File: config.mk
export PLATFORM = sky130hd
export DESIGN_NAME = mac_product_accumulator_flat
export DESIGN_NICKNAME = d
export VERILOG_FILES = /design/src/rtl/mac_product_accumulator_if.sv /design/src/rtl/mac_product_accumulator.sv /design/src/flat_wrapper.sv
export SDC_FILE = /design/constraint.sdc
export NUM_CORES = 1
export LEC_CHECK = 0
export BUFFER_PORTS_ARGS = -buffer_cell sky130_fd_sc_hd__buf_2
export CAP_MARGIN = 0
export CORE_ASPECT_RATIO = 1.75
export CORE_MARGIN = 1
export CORE_UTILIZATION = 45
export DETAILED_ROUTE_END_ITERATION = 16
export GPL_TIMING_DRIVEN = 0
export HOLD_SLACK_MARGIN = 0.12
export PLACE_DENSITY = 0.77
export SETUP_SLACK_MARGIN = 0.4
export SLEW_MARGIN = 20
export SYNTH_ARGS = -nofsm -noshare
export SYNTH_HDL_FRONTEND = slang
export SYNTH_SLANG_ARGS = --single-unit
File: constraint.sdc
create_clock -name clk -period 2.8 [get_ports clk]
set_input_delay 0.28 -clock clk [delete_from_list [all_inputs] [get_ports clk]]
set_output_delay 0.28 -clock clk [all_outputs]
set_load 0.02 [all_outputs]
File: src/rtl/mac_product_accumulator_if.sv
// Handshake and result bundle between a product source and the MAC accumulator.
// The master drives the run control and products; the slave returns the handshake and the result.
interface mac_product_accumulator_if #(
    parameter int PROD_W = 8,
    parameter int ACC_W  = 16,
    parameter int CNT_W  = 4
);
    logic              start;
    logic [CNT_W-1:0]  len;
    logic [PROD_W-1:0] prod_in;
    logic              prod_valid;
    logic              prod_ready;
    logic [ACC_W-1:0]  acc_out;
    logic              done;
    logic              busy;
    logic              ovf;

    modport master (
        output start, len, prod_in, prod_valid,
        input  prod_ready, acc_out, done, busy, ovf
    );

    modport slave (
        input  start, len, prod_in, prod_valid,
        output prod_ready, acc_out, done, busy, ovf
    );
endinterface

File: src/rtl/mac_product_accumulator.sv
// Sums a programmed number of multiplier products into a saturating accumulator.
// The finished sum is flagged by a one-cycle done pulse and held until the next run.
module mac_product_accumulator #(
    parameter int PROD_W = 8,
    parameter int ACC_W  = 16,
    parameter int CNT_W  = 4
) (
    input logic clk,
    input logic rst_n,
    mac_product_accumulator_if.slave bus
);
    typedef enum logic [1:0] {
        IDLE = 2'd0,
        ACC  = 2'd1,
        DONE = 2'd2
    } state_t;

    state_t            state_q, state_d;
    logic [ACC_W-1:0]  acc_q, acc_d;
    logic [CNT_W-1:0]  cnt_q, cnt_d;
    logic              ovf_q, ovf_d;
    logic              xfer;
    logic [ACC_W:0]    sum;

    // One extra bit of headroom exposes the carry that triggers saturation.
    assign xfer = (state_q == ACC) && bus.prod_valid;
    assign sum  = {1'b0, acc_q} + {{(ACC_W + 1 - PROD_W){1'b0}}, bus.prod_in};

    always_ff @(posedge clk) begin
        if (!rst_n) begin
            state_q <= IDLE;
            acc_q   <= '0;
            cnt_q   <= '0;
            ovf_q   <= 1'b0;
        end else begin
            state_q <= state_d;
            acc_q   <= acc_d;
            cnt_q   <= cnt_d;
            ovf_q   <= ovf_d;
        end
    end

    always_comb begin
        state_d = state_q;
        acc_d   = acc_q;
        cnt_d   = cnt_q;
        ovf_d   = ovf_q;
        case (state_q)
            IDLE: begin
                if (bus.start) begin
                    acc_d   = '0;
                    ovf_d   = 1'b0;
                    cnt_d   = bus.len;
                    state_d = (bus.len == '0) ? DONE : ACC;
                end
            end
            ACC: begin
                if (xfer) begin
                    if (sum[ACC_W]) begin
                        acc_d = '1;
                        ovf_d = 1'b1;
                    end else begin
                        acc_d = sum[ACC_W-1:0];
                    end
                    cnt_d = cnt_q - CNT_W'(1);
                    if (cnt_q == CNT_W'(1)) begin
                        state_d = DONE;
                    end
                end
            end
            DONE: begin
                state_d = IDLE;
            end
            default: begin
                state_d = IDLE;
            end
        endcase
    end

    always_comb begin
        bus.prod_ready = (state_q == ACC);
        bus.done       = (state_q == DONE);
        bus.busy       = (state_q == ACC) || (state_q == DONE);
        bus.acc_out    = acc_q;
        bus.ovf        = ovf_q;
    end
endmodule
File: src/flat_wrapper.sv
// flat-port wrapper written by rule: the top's interface ports become plain ports
module mac_product_accumulator_flat 
#(
    parameter int PROD_W = 8,
    parameter int ACC_W  = 16,
    parameter int CNT_W  = 4
)
  (clk, rst_n, bus_start, bus_len, bus_prod_in, bus_prod_valid, bus_prod_ready, bus_acc_out, bus_done, bus_busy, bus_ovf);
  mac_product_accumulator_if #(.PROD_W(PROD_W), .ACC_W(ACC_W), .CNT_W(CNT_W)) bus_i ();
  input logic clk;
  input logic rst_n;
  input wire logic [$bits(bus_i.start)-1:0] bus_start;
  input wire logic [$bits(bus_i.len)-1:0] bus_len;
  input wire logic [$bits(bus_i.prod_in)-1:0] bus_prod_in;
  input wire logic [$bits(bus_i.prod_valid)-1:0] bus_prod_valid;
  output wire logic [$bits(bus_i.prod_ready)-1:0] bus_prod_ready;
  output wire logic [$bits(bus_i.acc_out)-1:0] bus_acc_out;
  output wire logic [$bits(bus_i.done)-1:0] bus_done;
  output wire logic [$bits(bus_i.busy)-1:0] bus_busy;
  output wire logic [$bits(bus_i.ovf)-1:0] bus_ovf;
  assign bus_i.start = bus_start;
  assign bus_i.len = bus_len;
  assign bus_i.prod_in = bus_prod_in;
  assign bus_i.prod_valid = bus_prod_valid;
  assign bus_prod_ready = bus_i.prod_ready;
  assign bus_acc_out = bus_i.acc_out;
  assign bus_done = bus_i.done;
  assign bus_busy = bus_i.busy;
  assign bus_ovf = bus_i.ovf;
  mac_product_accumulator #(.PROD_W(PROD_W), .ACC_W(ACC_W), .CNT_W(CNT_W)) u_core (.clk(clk), .rst_n(rst_n), .bus(bus_i));
endmodule
After elaboration in Yosys (flattened, before gate mapping)
Cells that the tools add are included.
{"block": "totals", "word_cells": 37, "romBits": 0, "latch_bits": 0, "register_bits": 23, "ramBits": 0, "output_inout_bits": 20, "mem_count": 0, "inputBits": 16}
{"block": "op_classes", "addsub": 2, "bitwise": 0, "muxes": 16, "mul": 0, "magnitude_cmp": 0, "reduce_logical": 8, "eq_ne": 7, "shift": 0, "div_mod_pow": 0}
{"op": "$mux W16", "count": 3}
{"op": "$pmux W16 S2", "count": 1}
{"op": "$add A16 B8 Y17", "count": 1}
{"op": "$mux W2", "count": 4}
{"op": "$mux W4", "count": 2}
{"op": "$pmux W4 S2", "count": 1}
{"op": "$ne A2 B1 Y1 const B", "count": 3}
{"op": "$reduce_and A3 Y1", "count": 2}
{"op": "$eq A4 B1 Y1 const B", "count": 1}
{"op": "$logic_not A4 Y1", "count": 1}
{"op": "$pmux W2 S2", "count": 1}
{"op": "$reduce_and A4 Y1", "count": 1}
{"op": "$sub A4 B1 Y4 const B", "count": 1}
{"op": "$mux W1", "count": 3}
{"op": "$eq A2 B1 Y1 const B", "count": 1}
{"op": "$eq A2 B2 Y1 const B", "count": 1}
{"op": "$logic_not A2 Y1", "count": 1}
{"op": "$ne A2 B2 Y1 const B", "count": 1}
{"op": "$pmux W1 S2", "count": 1}
{"op": "$reduce_bool A2 Y1", "count": 1}
{"op": "$logic_and A1 B1 Y1", "count": 1}
{"op": "$logic_or A1 B1 Y1", "count": 1}

Depth between registers and ports, before layout
Gate-level depths: netlist (run 1).
{"block": "depth", "word_depth": 4, "ltp_mapped": 9, "ltp_nobuf": 7}

Worst setup path before layout (run 1)
OpenSTA, ideal clock, no wires.
{"block": "synth_timing", "path_kind": "register to register", "start": "reg u_core.acc_q[0], in the netlist u_core.bus.acc_out[0]", "end": "reg u_core.acc_q[15], in the netlist u_core.bus.acc_out[15]", "n_path_buf": 1, "setup_time_ns": 0.119, "t_required_ns": 2.681, "synth_period_minus_slack_ns": 2.372, "path_stages_with_launch": 9, "t_arrival_ns": 2.253, "path_slack_ns": 0.428, "cell_sequence": "dfxtp_1 -> ha_1 -> fa_1 -> a211oi_2 -> o211ai_1 -> and2_1 -> buf_6 -> o31a_1 -> o221a_1"}
{"block": "synth_between", "elab_chain_len": 4}
{"item": "start: declaration", "line": "mac_product_accumulator.sv:19", "text": "logic [ACC_W-1:0] acc_q, acc_d;"}
{"item": "start signal: assignment", "line": "mac_product_accumulator.sv:32", "text": "acc_q <= '0;"}
{"item": "start signal: assignment", "line": "mac_product_accumulator.sv:37", "text": "acc_q <= acc_d;"}
{"item": "$add A16 B8 Y17", "line": "mac_product_accumulator.sv:27", "text": "assign sum = {1'b0, acc_q} + {{(ACC_W + 1 - PROD_W){1'b0}}, bus.prod_in};"}
{"item": "$mux W16", "line": "mac_product_accumulator.sv:59", "text": "if (sum[ACC_W]) begin"}
{"item": "$mux W16", "line": "mac_product_accumulator.sv:58", "text": "if (xfer) begin"}
{"item": "$pmux W16 S2", "line": "mac_product_accumulator.sv:48", "text": "case (state_q)"}
No other way between the ends. The select of a mux whose other input is x is not followed.
A chain may end at the register's enable or synchronous reset.

Worst setup path in the final report (run 1)
Same ends and word-level chain as after synthesis.

==> results of run 1 <==
-- flip-flops by register name (all words and copies together), names as in the netlist --
signal / count
u_core.bus.acc_out: 16
u_core.bus.ovf: 1
u_core.cnt_q: 4
u_core.state_q: 2
-- metrics by stage --
| stage | worst slack, ps | power, mW | utilization, % |
|---|---|---|---|
| 2_1_floorplan | 428 | 0.874 | - |
| 3_3_place_gp | 272 | 1.01 | 53.8 |
| 3_5_place_dp | 277 | 1.01 | 53.8 |
| 4_1_cts | 468 | 1.22 | 55.5 |
| 5_1_grt | 437 | 1.31 | 55.7 |
| 6_report | 538 | 1.23 | 55.7 |
-- cells in the final DEF, fill, tap and decap left out, types with 4 or more instances in the layout --
| cell | count |
|---|---|
| buf_2 | 38 |
| nor3_1 | 5 |
| a21oi_1 | 15 |
| dfxtp_1 | 23 |
| o211ai_1 | 7 |
| o21ai_0 | 10 |
| xor2_1 | 4 |
| nand2_1 | 17 |
| and2_1 | 4 |
| a21o_1 | 6 |
| o311ai_0 | 5 |
| ha_1 | 13 |
| nand3_1 | 9 |
| nor2_1 | 14 |
| inv_1 | 8 |
-- cell type report --
cell class                      count  area (µm²)  area share (%)
Sequential cell                    23         460            24.6
Clock inverter                      1        5.00           0.267
Multi-Input combinational cell    152        1050            56.2
Timing Repair Buffer               37         190            10.1
Inverter                            8        30.0            1.60
Buffer                              7        37.5            2.00
Clock buffer                        3        41.3            2.20
Tap cell                           45        56.3            3.00
-- worst min path at each step --
| stage | start | end | slack [ps] | depth (start not counted) |
|---|---|---|---|---|
| 6_report | rst_n | u_core.bus.acc_out[8]$_SDFFE_PN0P_ | 330 | 2 |
| 3_3_place_gp | u_core.bus.ovf$_SDFFE_PN0P_ | u_core.bus.ovf$_SDFFE_PN0P_ | 460 | 1 |
| 5_1_grt | rst_n | u_core.cnt_q[2]$_SDFFE_PN0P_ | 340 | 2 |
| 4_1_cts | rst_n | u_core.bus.acc_out[8]$_SDFFE_PN0P_ | 330 | 2 |
| 2_1_floorplan | rst_n | u_core.bus.acc_out[15]$_SDFFE_PN0P_ | 420 | 1 |
| 3_5_place_dp | u_core.bus.ovf$_SDFFE_PN0P_ | u_core.bus.ovf$_SDFFE_PN0P_ | 470 | 1 |
-- cell families (layout without fill, tap and decap cells) --
family | Yosys count | after routing | share of synthesized area (%)
AOI/OAI and AO/OA | 69 | 69 | 31.3
and+or+nand+nor | 62 | 62 | 19.7
muxes | 1 | 1 | 0.713
buffers and inverters | 15 | 56 | 4.28
xor gates and xnor gates | 6 | 6 | 3.33
DFF | 23 | 23 | 29.2
adders and majority gates | 14 | 14 | 11.6
-- what timing repair did --
item,CTS,global route
setup buffers,1,1
endpoints found under the setup margin,1,1
pin swaps,1,1
resized for setup,1,0
cloned,0,0
-- report_power, final --
group          switching, mW  internal, mW
registers             0.0375         0.375
clock network          0.111        0.0994
logic                  0.365         0.238
-- routing by layer --
metal / vias to the layer above / GRT usage [%]
met4: 0 / 11.1
met3: 13 / 2.02
li1: 805 / -
met5: - / 0
met2: 60 / 39.2
met1: 753 / 23.6
==> summary.md, run 1 <==
| Metric | Value |
|---|---|
| CP Cell Sequence | ha_1 -> fa_2 -> a211oi_2 -> o211ai_1 -> and2_1 -> buf_6 -> o31a_1 -> o221a_1 |
| Slowest CP cell | fa_2 |
| Static Leakage | 0.811 nW |
| Startpoint class of the critical path | flop |
| N_diodes | 0 |
| TritonRoute pass-1 iters | 4 |
| Final WL | between 3000 and 4000 µm |
| Root Driver | clkbuf_8 |
| Number of CTS-inserted buffers | 3 |
| # rows | 28 |
| Status | complete, no violations |
| Worst Path Buf+Inv | 1 |
| Crit path largest cell delay | 390 ps |
| Reg-to-reg startpoint | u_core.bus.acc_out[0]$_SDFFE_PN0P_ |
| Critical R2R Capture | u_core.bus.acc_out[15]$_SDFFE_PN0P_ |
| Core area | 3360 µm² |
| Worst R2R Path Depth | 8 |
| Final std cells w/o fill | between 200 and 300 |
| Cell family with most CP delay | compound AO/OA/AOI/OAI gates |
| Syn_nets | 220 |
| Setup CP Type | reg2reg |
| YS warnings | 0 |
| Top sig layer | met4 |
| Worst Hold Class | in2reg |
| Synth unique cells | 46 |
| Least-Margin Pin Slew | a little under 600 ps |
| Vias in the first global route | roughly 1500 |
| Cells after Synth | 190 |
| Fin crit share | around four fifths |
| Clock buffer depth | 2 |
| Hold WS | ~330 ps |
| Post-DP HPWL | about 3000 µm |
| Synth Cell Area | between 1500 and 2000 µm² |
| Yosys top cell area share | a little under 30% |
| Grt ovf | 0 |
| DR DRC count | 0 |
| DR WL met3 | around 170 µm |
| Fin crit period | 2260 ps |
| Setup TNS | 0 ps |
| Post-CTS Hold Buffers | 0 |
| Number of fill cells | 355 |
| Vias | 1631 |
| EDFF count, synth | 0 |
| Die ar. | around 3800 µm² |
| Clock sinks | 23 |
| CP Max Fanout | 7 |
| Placer Congestion | ~0.80 |
| Buffers added on ports | 35 |
| # nets final | around 260 |
| Top area cells in the synthesized netlist | dfxtp_1, ha_1, a21oi_1, nand2_1, nor2_1 |
| Synth-to-Final Area Change | 18.7% |
| Worst setup EP type | flop |
| Commonest cells in the synthesized netlist | dfxtp_1, nand2_1, a21oi_1 |
| DR vias/cell | 5.91 |
| Tot GR Track Use | around 22% |
| Ratio of cells with drive above 1 in the final layout | a little under a quarter |
| Synth area leader | dfxtp_1 |
| RSZ-0062 raised after global routing | false |
| Die W | about 47 µm |
| Top_reg_cell synth | dfxtp_1 |
| Pwr/cell area | about 650 nW/µm² |
| First-pass GRT wire length | 6180 µm |
| Initial antenna violation count | 0 |
| Most frequent cell after synthesis | dfxtp_1 |
| Seq/Total Area, Yosys | roughly 29% |
| Routed Antenna Nets | 0 |
| Met1 Routed Length | roughly 1600 µm |
| Slew Limit Fails | 0 |
| CTS tree | yes |
| Setup crit end | u_core.bus.acc_out[15]$_SDFFE_PN0P_ |
| Starting Density | between 40 and 50% |
| Pin count of the biggest net entering global routing | 14 |
| Max Clk Rate | 442 MHz |
| Req. time, crit path | slightly below 3000 ps |
| Height of the die | between 80 and 90 µm |
| Final Setup Violations | 0 |
| Met2 Wirelength | 2020 µm |
| # IOs | 36 |
| Syn_area_per_cell | ~8.3 µm² |
| Asr flop ratio synth | 0% |
| Worst IR Drop VDD | 0.423 mV |
| Synthesized flop and latch total | 23 |
| Fin. Hold Viols | 0 |
| Design Area, Final | 1870 µm² |
| Worst R2R Setup Slack | 540 ps |
| Crit path depth | 8 |
| Clk_lat worst skew | 270 ps |
| MaxCap Viol Count | 0 |
| Initial DRC count | 28 |
| Slew headroom | approximately three fifths |
| H-tree lvl count | 1 |
| Worst-path clk slew | about 80 ps |
| DP Area | between 1500 and 2000 µm² |
| Routed len/inst | roughly 14 µm |
| Placed Cells incl. Taps | 270 |
| CP Launch Point | u_core.bus.acc_out[0]$_SDFFE_PN0P_ |
| Arr. time, crit path | 2420 ps |
| Post-Route Skew | ~2.9 ps |
Power figures use the tool's default switching activity.
==> run 2: changes to the inputs <==
--- a/config.mk
+++ b/config.mk
@@ -5,6 +5,7 @@
 export SDC_FILE = /design/constraint.sdc
 export NUM_CORES = 1
 export LEC_CHECK = 0
+export ABC_AREA = 1
 export BUFFER_PORTS_ARGS = -buffer_cell sky130_fd_sc_hd__buf_2
 export CAP_MARGIN = 0
 export CORE_ASPECT_RATIO = 1.75
==> constraint.sdc (replaced) <==
create_clock -name clk -period 2.4 [get_ports clk]
set_input_delay 0.24 -clock clk [delete_from_list [all_inputs] [get_ports clk]]
set_output_delay 0.24 -clock clk [all_outputs]
set_load 0.02 [all_outputs]
==> run 2 against run 1 <==
Effect of this change:
- total power grew 38%
- worst hold slack lost 56 ps
- sequential power grew 20%
- fmax grew 24%
- area after synthesis grew 11%
- count of clock-buffer cells in the layout is the same
- cell count grew 32%
- utilization grew 0.54 points
- highest routed layer unchanged
==> summary.md, run 2 <==
| Metric | Value |
|---|---|
| First-pass GRT wire length | 6910 µm (+12%) |
| Fin crit period | 1820 ps (-439 ps) |
| Req. time, crit path | 2530 ps (-430 ps) |
| # rows | 29 (+3.6%) |
| Root Driver | clkbuf_8 |
| CP Launch Point | u_core.bus.acc_out[0]$_SDFFE_PN0P_ |
| N_diodes | 0 (unchanged) |
| Slowest CP cell | fa_2 |
| Reg-to-reg startpoint | u_core.bus.acc_out[0]$_SDFFE_PN0P_ |
| Routed Antenna Nets | 0 (unchanged) |
| Grt ovf | 0 (unchanged) |
| # IOs | 36 (unchanged) |
| Slew Limit Fails | 0 (unchanged) |
| Initial antenna violation count | 0 (unchanged) |
| Hold Path Cell Cnt | 4 (+2) |
| Worst R2R Path Depth | 11 (+3) |
| Worst Path Buf+Inv | 1 (unchanged) |
| Clock buffer depth | 2 (unchanged) |
| Yosys top cell area share | 26.2% (-3.0 points) |
| Cell family with most CP delay | adder cells |
| Logic gate share of total power | 55.9% (+6.7 points) |
| RSZ-0062 raised after global routing | false |
| MaxCap Viol Count | 0 (unchanged) |
| Least-Margin Pin Slew | 607 ps (+27.7 ps) |
| Asr flop ratio synth | 0% (unchanged) |
| Top area cells in the synthesized netlist | dfxtp_1, nand2_1, ha_1, inv_1, a21oi_1 |
| Hold WS | 277 ps (-56.4 ps) |
| Worst-path clk slew | 90 ps (about the same) |
| # nets final | 348 (+33%) |
| Switching share of power | 47.6% (+5.7 points) |
| Final Setup Violations | 0 (unchanged) |
| Crit path depth | 11 (+3) |
| DR DRC count | 0 (unchanged) |
| P_sw | 0.807 mW (+57%) |
| Static Leakage | 1.13 nW (+39%) |
| EDFF count, synth | 0 (unchanged) |
| Pint | 0.888 mW (+25%) |
| Startpoint class of the critical path | flop |
| Slew headroom | 59.6% (-1.7 points) |
| Routed len/inst | 11.5 µm (-19%) |
| Syn_area_per_cell | 6.35 µm² (-24%) |
| Crit path largest cell delay | 350 ps (-40 ps) |
| Placed Cells incl. Taps | 357 (+32%) |
| Die ar. | 4170 µm² (+11%) |
| CTS tree | yes |
| Worst Hold Class | in2reg |
| YS warnings | 0 (unchanged) |
| Design Area, Final | 2060 µm² (+10%) |
| Synth Cell Area | 1760 µm² (+11%) |
| Height of the die | 84.7 µm (+5.4%) |
| Core area | 3660 µm² (+9.0%) |
| Worst setup EP type | flop |
| Worst R2R Setup Slack | 580 ps (+40 ps) |
| Vias | 1811 (+11%) |
| Clock sinks | 23 (unchanged) |
| Synth area leader | dfxtp_1 |
| Cells after Synth | 277 (+46%) |
| Post-DP HPWL | 3370 µm (+13%) |
| Worst IR Drop VDD | 0.755 mV (+79%) |
| Arr. time, crit path | 1960 ps (-460 ps) |
| Final WL | 4190 µm (+6.6%) |
| Max Clk Rate | 548 MHz (+24%) |
| Clk_lat worst skew | 270 ps (about the same) |
| Pwr/cell area | 822 nW/µm² (+26%) |
| Status | complete, no violations |
| Synthesized flop and latch total | 23 (unchanged) |
| Placer Congestion | 0.862 (+7.3%) |
| Sequential share of power | 29.2% (-4.5 points) |
| Post-CTS Hold Buffers | 0 (unchanged) |
| DP Area | 1990 µm² (+9.7%) |
| Post-Route Skew | 5.29 ps (+2.38 ps) |
| Syn_nets | 307 (+40%) |
| Final std cells w/o fill | 363 (+32%) |
| Synth unique cells | 35 (-24%) |
| Critical R2R Capture | u_core.bus.acc_out[2]$_SDFFE_PN0P_ |
| Most common cell after layout, fill and taps aside | nand2_1 |
| Overall Power | 1.69 mW (+38%) |
| Buffers added on ports | 34 (-2.9%) |
| Most frequent cells in the layout | nand2_1, inv_1, buf_2, dfxtp_1, a21oi_1 |
| H-tree lvl count | 1 (unchanged) |
| Setup crit end | u_core.bus.acc_out[2]$_SDFFE_PN0P_ |
| Starting Density | 48.0% (+1.1 points) |
| Setup CP Type | reg2reg |
| Clk pwr share | 14.9% (-2.2 points) |
| Die W | 49.3 µm (+5.3%) |
| Vias in the first global route | 1777 (+19%) |
| Seq/Total Area, Yosys | 26.2% (-3.0 points) |
| Number of CTS-inserted buffers | 3 (unchanged) |
| Commonest cells in the synthesized netlist | nand2_1, inv_1, dfxtp_1 |
| Pin count of the biggest net entering global routing | 14 (unchanged) |
| Most used cell, CP | nand2_1 |
| Ratio of cells with drive above 1 in the final layout | 20.2% (-3.6 points) |
| CP Max Fanout | 10 (+3) |
| Synth-to-Final Area Change | 17.2% |
| Setup TNS | 0 ps (unchanged) |
| DR vias/cell | 4.99 (-16%) |
| Number of flip-flops in the largest register | 16 (unchanged) |
| Top_reg_cell synth | dfxtp_1 |
| Initial DRC count | 21 (-25%) |
| Fin crit share | 76.0% (-4.8 points) |
| TritonRoute pass-1 iters | 4 (unchanged) |
| Tot GR Track Use | 20.9% (-0.93 points) |
| Fin. Hold Viols | 0 (unchanged) |
| Most frequent cell after synthesis | nand2_1 |
| CP Cell Sequence | ha_2 -> fa_2 -> nand2_1 -> nand2_1 -> nand4_1 -> nand2_2 -> nand2_4 -> buf_8 -> o21ai_2 -> nand2_1 -> a21oi_1 |
==> run 2: cell families after synthesis <==
kind of cell,count (synthesis),synth area share [%]
AND/OR/NAND/NOR,149,37.3
adder cells (fa/ha/maj),14,10.4
XOR/XNOR,5,2.49
flip-flops,23,26.2
AO/OA/AOI/OAI,39,12.7
buffers and inverters,47,11.0
==> run 2: cell type report <==
cell class | instances | area [µm²]
buffer | 6 | 42.5
clock buffer | 3 | 41.3
clock inverter | 1 | 5.00
fill | 375 | 1600
inverter | 41 | 154
multi-input combinational | 207 | 1120
sequential | 23 | 460
tap | 46 | 57.6
timing repair buffer | 36 | 185
==> run 2: tightest hold or removal path, stage by stage <==
cell and delay, ps:
buf_2 80, nor4_1 60, nand2_1 60, a31oi_1 60
==> run 2: worst min path at each step <==
stage | from | end | slack [ps]
after floorplan | bus_len[0] | u_core.state_q[1]$_SDFFE_PN0P_ | 420
after global placement | u_core.bus.acc_out[3]$_SDFFE_PN0P_ | u_core.bus.acc_out[3]$_SDFFE_PN0P_ | 470
after detailed placement | u_core.bus.acc_out[4]$_SDFFE_PN0P_ | u_core.bus.acc_out[4]$_SDFFE_PN0P_ | 480
after CTS | bus_len[3] | u_core.state_q[1]$_SDFFE_PN0P_ | 270
after global routing | bus_len[3] | u_core.state_q[1]$_SDFFE_PN0P_ | 290
final | bus_len[3] | u_core.state_q[1]$_SDFFE_PN0P_ | 280
==> run 2: stage by stage <==
step / worst slack (ps) / util [%]
floorplan: 570 / -
CTS: 415 / 55.5
detailed placement: 428 / 54.2
finish: 576 / 56.3
global route: 427 / 56.3
global placement: 455 / 54.2
==> run 2: repair_timing <==
| item | CTS | global route |
|---|---|---|
| gates resized for setup | 0 | 4 |
| endpoints found under the setup margin | 0 | 11 |
| buffers inserted | 0 | 2 |
==> run 2: power by group through the flow <==
stage | clock network [mW] | logic, mW | registers, mW
after floorplan | 0 | 0.691 | 0.523
after global placement | 0 | 0.927 | 0.501
after CTS | 0.262 | 0.945 | 0.494
after global routing | 0.276 | 1.07 | 0.502
after detailed placement | 0 | 0.940 | 0.503
final | 0.253 | 0.947 | 0.494
==> run 2: routing by layer <==
layer	wire, µm	part of all wire (%)	track usage, %	up-vias
li1	-	-	-	952
met1	1590	38	19.1	810
met2	2350	56	42.7	41
met3	147	3.5	2.17	8
met4	96	2.3	10.4	0
met5	0	0	0	-
